==> src/rtl/risc_controller_pkg.sv <==
// Shared constants for the VeriRISC controller: opcodes, phase encodings, bus widths.
package risc_controller_pkg;

  localparam int unsigned AWIDTH = 5;
  localparam int unsigned DWIDTH = 8;

  // Opcodes (instruction = {opcode, operand_addr})
  localparam logic [2:0] HLT = 3'd0;
  localparam logic [2:0] SKZ = 3'd1;
  localparam logic [2:0] ADD = 3'd2;
  localparam logic [2:0] AND = 3'd3;
  localparam logic [2:0] XOR = 3'd4;
  localparam logic [2:0] LDA = 3'd5;
  localparam logic [2:0] STO = 3'd6;
  localparam logic [2:0] JMP = 3'd7;

  // Phase encodings of the eight-phase instruction cycle
  localparam logic [2:0] INST_ADDR  = 3'd0;
  localparam logic [2:0] INST_FETCH = 3'd1;
  localparam logic [2:0] INST_LOAD  = 3'd2;
  localparam logic [2:0] IDLE       = 3'd3;
  localparam logic [2:0] OP_ADDR    = 3'd4;
  localparam logic [2:0] OP_FETCH   = 3'd5;
  localparam logic [2:0] ALU_OP     = 3'd6;
  localparam logic [2:0] STORE      = 3'd7;

endpackage

==> src/rtl/risc_controller_phase_counter.sv <==
// Free-running phase counter with async active-low reset and count enable.
module risc_phase_counter #(
  parameter int unsigned PWIDTH = 3
) (
  input  logic              clk,
  input  logic              rst_n,
  input  logic              en_i,
  output logic [PWIDTH-1:0] count_o
);

  logic [PWIDTH-1:0] count_q, count_d;

  // Advance by one when enabled; natural wrap at 2**PWIDTH.
  always_comb begin
    count_d = count_q;
    if (en_i) count_d = count_q + PWIDTH'(1);
  end

  // Phase register.
  always_ff @(posedge clk or negedge rst_n) begin
    if (!rst_n) count_q <= '0;
    else        count_q <= count_d;
  end

  assign count_o = count_q;

endmodule

==> src/rtl/risc_controller.sv <==
// VeriRISC eight-phase controller: steps the phase counter and decodes phase + opcode
// into memory, IR, PC, accumulator and bus-driver strobes. Halt is sticky until reset.
module risc_controller
  import risc_controller_pkg::*;
#(
  parameter int unsigned OWIDTH = 3,
  parameter int unsigned PWIDTH = 3
) (
  input  logic              clk,
  input  logic              rst_n,
  input  logic [OWIDTH-1:0] opcode,
  input  logic              zero,
  output logic              sel,
  output logic              rd,
  output logic              wr,
  output logic              ld_ir,
  output logic              inc_pc,
  output logic              ld_pc,
  output logic              ld_ac,
  output logic              data_e,
  output logic              halt,
  output logic [PWIDTH-1:0] phase
);

  logic              halt_q, halt_d;
  logic [PWIDTH-1:0] phase_q;
  logic              is_hlt, is_skz, is_sto, is_jmp, is_alu;
  logic              hlt_now;

  risc_phase_counter #(
    .PWIDTH (PWIDTH)
  ) u_phase_counter (
    .clk     (clk),
    .rst_n   (rst_n),
    .en_i    (~halt_q),
    .count_o (phase_q)
  );

  // Opcode class flags used by the strobe decode.
  always_comb begin
    is_hlt  = (opcode == OWIDTH'(HLT));
    is_skz  = (opcode == OWIDTH'(SKZ));
    is_sto  = (opcode == OWIDTH'(STO));
    is_jmp  = (opcode == OWIDTH'(JMP));
    is_alu  = (opcode == OWIDTH'(ADD)) || (opcode == OWIDTH'(AND)) ||
              (opcode == OWIDTH'(XOR)) || (opcode == OWIDTH'(LDA));
    hlt_now = (phase_q == PWIDTH'(OP_ADDR)) && is_hlt;
  end

  // Halt latches on the OP_ADDR edge of an HLT instruction; only reset clears it.
  always_comb halt_d = halt_q | hlt_now;

  // Sticky halt register.
  always_ff @(posedge clk or negedge rst_n) begin
    if (!rst_n) halt_q <= 1'b0;
    else        halt_q <= halt_d;
  end

  // Strobe decode per phase; everything is suppressed once halted.
  always_comb begin
    sel    = 1'b0;
    rd     = 1'b0;
    wr     = 1'b0;
    ld_ir  = 1'b0;
    inc_pc = 1'b0;
    ld_pc  = 1'b0;
    ld_ac  = 1'b0;
    data_e = 1'b0;
    if (!halt_q) begin
      case (phase_q)
        PWIDTH'(INST_ADDR):  sel = 1'b1;
        PWIDTH'(INST_FETCH): begin sel = 1'b1; rd = 1'b1; end
        PWIDTH'(INST_LOAD):  begin sel = 1'b1; rd = 1'b1; ld_ir = 1'b1; end
        PWIDTH'(IDLE):       begin sel = 1'b1; rd = 1'b1; ld_ir = 1'b1; end
        PWIDTH'(OP_ADDR):    inc_pc = 1'b1;
        PWIDTH'(OP_FETCH):   rd = is_alu;
        PWIDTH'(ALU_OP): begin
          rd     = is_alu;
          inc_pc = is_skz & zero;
          ld_pc  = is_jmp;
          data_e = is_sto;
        end
        PWIDTH'(STORE): begin
          rd     = is_alu;
          ld_ac  = is_alu;
          ld_pc  = is_jmp;
          wr     = is_sto;
          data_e = is_sto;
        end
        default: ;
      endcase
    end
    halt = halt_q | hlt_now;
  end

  assign phase = phase_q;

endmodule

==> config.mk <==
export PLATFORM = sky130hd
export DESIGN_NAME = risc_controller
export DESIGN_NICKNAME = d
export VERILOG_FILES = /design/src/rtl/risc_controller_pkg.sv /design/src/rtl/risc_controller_phase_counter.sv /design/src/rtl/risc_controller.sv
export SDC_FILE = /design/constraint.sdc
export NUM_CORES = 1
export LEC_CHECK = 0
export CAP_MARGIN = 10
export CORE_AREA = 2 2 39 41
export CTS_CLUSTER_DIAMETER = 150
export DETAILED_ROUTE_END_ITERATION = 8
export DIE_AREA = 0 0 41 43
export GPL_TIMING_DRIVEN = 0
export SYNTH_ARGS = -nofsm -noshare
export SYNTH_HDL_FRONTEND = slang
export SYNTH_SLANG_ARGS = --single-unit
export TNS_END_PERCENT = 20
==> constraint.sdc <==
create_clock -name clk -period 2.28 [get_ports clk]
set_clock_uncertainty 0.1 [all_clocks]
set_input_delay 0.684 -clock clk [delete_from_list [all_inputs] [get_ports clk]]
set_output_delay 0.684 -clock clk [all_outputs]
set_load 0.05 [all_outputs]
==> qor.yml <==
sta:
  tightest_slew_ps: 488
  rsz0062_at_grt: "yes"
  finalCritPeriodShare: 1.07
  setup_viol_count_final: 6
  finalCriticalPeriod_ps: 2440
  holdWs_ps: 491
  maxSlewHeadroom: 0.676
  fmax_ghz: 0.410
  slew_violations: 0
  setup_slack_ps: -159
  final-hold-violation-count: 0
yosys:
  synth_simple_gate_area_frac: 0.199
  synthFlopType: "dfrtp_1"
  yosysWarnings: 0
  yosys.cell_types.count: 20
  netlist_instances: 41
  netlist_top_cells_area: "dfrtp_1, ha_1, a21oi_1, xnor2_1, inv_1"
  syn-num-nets: 54
  synth_area_um2: 359
  synth_seq_area_share: 0.279
  yosys_register_bits: 4
  muxShareOfSynthArea: 0.0314
  synth-compound-area-share: 0.153
  synthArstFlopShare: 1.00
  synth_area_per_cell_um2: 8.76
  synth_top_area_share: 0.279
  synth_edf_count: 0
  yosysTopAreaCell: "dfrtp_1"
  synth_adder_area_share: 0.244
  synth_top_family_by_area: "adder cells"
  synth-xor-area-share: 0.0488
run_status:
  violations: "negative setup slack"
  run_status: "finished with violations"
grt:
  grt_pass1_vias: 350
  gr-total-overflow: 0
  antenna_found_initial: 0
  grt_pass1_wl_um: 1520
  grtUsageTotal: 0.132
  grt_max_degree: 11
worst_setup_path:
  crit_type: "flop to primary output"
  crit_path_start_kind: "flop"
  critPathRequiredTime_ps: 1500
  cp_data_arrival_time_ps: 1650
  crit_fanout: 4
  end_kind: "primary output"
route:
  drt-total-wl_um: 949
  drc: 0
  num_vias: 383
  viasPerCell: 4.73
  first_pass_iters: 4
  ant_nets: 0
  drtIter0Drc: 9
  wl_per_cell_um: 11.7
clock_network:
  cts.sinks: 4
  clk_pin_slew_ps: 40
  clockBufferDepth: 2
  clk_latency_ps: 240
  cts_tree: "built"
  clock-root-buffer: "clkbuf_4"
  htree_levels: 1
  cts_buffers: 3
final_layout:
  antenna_cells_inserted: 0
  fin_nets: 79
  utilization: 0.539
  drive_above_1_share: 0.662
  fill_cells: 136
  synthToLayoutAreaGrowth_pct: 108
flow_run:
  max_cap_violations: 0
placement:
  numPortBuffers: 17
  place_congestion: 0.639
  hpwl_um: 692
floorplan:
  initial_core_util: 0.259
  fp-row-count: 14
  core_um2: 1380
  die-area_um2: 1760
  die_x_um: 41
  die_y_um: 43
  io_pins: 18
min_path:
  hold_class: "flop to flop"
[final timing paths]
| path | from | to | slack, ps | depth (start not counted) |
|---|---|---|---|---|
| min reg2reg | halt_q$_DFF_PN0_ | u_phase_counter.count_o[1]$_DFFE_PN0N_ | 490 | 1 |
| max | u_phase_counter.count_o[0]$_DFFE_PN0N_ | rd | -160 | 6 |
| max in group asynchronous | rst_n | u_phase_counter.count_o[2]$_DFFE_PN0N_ | 1360 | 1 |
| min in group asynchronous | rst_n | u_phase_counter.count_o[0]$_DFFE_PN0N_ | 540 | 1 |
| min | halt_q$_DFF_PN0_ | u_phase_counter.count_o[1]$_DFFE_PN0N_ | 490 | 1 |
| max reg2reg | u_phase_counter.count_o[0]$_DFFE_PN0N_ | u_phase_counter.count_o[2]$_DFFE_PN0N_ | 960 | 3 |
[area by class of cell]
class	instances	area, um^2	share of cell area
tap	16	20.0	0.0268
sequential	4	104	0.139
timing repair buffer	20	179	0.240
multi-input combinational	33	400	0.537
clock buffer	4	26.3	0.0352
inverter	3	11.3	0.0151
buffer	1	5.00	0.00671
[routing by layer]
metal  wire, um  up-vias  global-route usage
met5          0        -                   0
met4          0        0               0.100
met3         32        0              0.0314
met2        472       11               0.181
met1        444      178               0.170
li1           -      194                   -
[timing repair]
item,CTS,global route
hold buffers,0,0
pin swaps,7,3
gates resized for setup,74,16
setup endpoints to repair,9,9
setup buffers,3,0
[placed cells by master (no fill, tap or decap), types with 2 or more instances in the layout]
cell and count:
buf_2 4, a21oi_4 3, clkdlybuf4s50_1 2, nor2_1 2, buf_4 3, dfrtp_2 3
nand2_1 3, inv_2 3, ha_4 3, dlygate4sd2_1 4, clkbuf_4 4, buf_6 7
nor3_2 2, ha_1 3
[cells by family after synthesis]
group	count (synthesis)
DFF	4
adders and majority gates	7
AOI/OAI and AO/OA	9
buffers and inverters	4
and+or+nand+nor	14
xor gates and xnor gates	2
muxes	1
[synth_stat cells (2+ instances only)]
cell type	n
xnor2_1	2
inv_1	3
dfrtp_1	4
ha_1	7
nor2_1	3
nor3_1	2
a21oi_1	5
nand2_1	3
[sequential cells by signal, summed over array words and instances, names as in the netlist]
name,cells
halt_q,1
u_phase_counter.count_o,3
[per-stage QoR]
stage	worst slack (ps)	area, um^2	instances	setup TNS [ps]
6_report	-159	746	81	-557
2_1_floorplan	-174	443	41	-1050
5_1_grt	-235	746	81	-1210
3_3_place_gp	-1100	633	74	-7260
3_5_place_dp	-1100	633	74	-7270
4_1_cts	-175	723	81	-1050
[critical path, cell delays in order, from the launching register on]
cell     delay [ps]
dfrtp_2         430
buf_6           130
ha_4            140
or2_4           240
a21oi_4         220
o32ai_4         100
buf_6           170
Power is not shown: default switching activity piles up to over one toggle a cycle in this logic, so the estimate is an artifact.
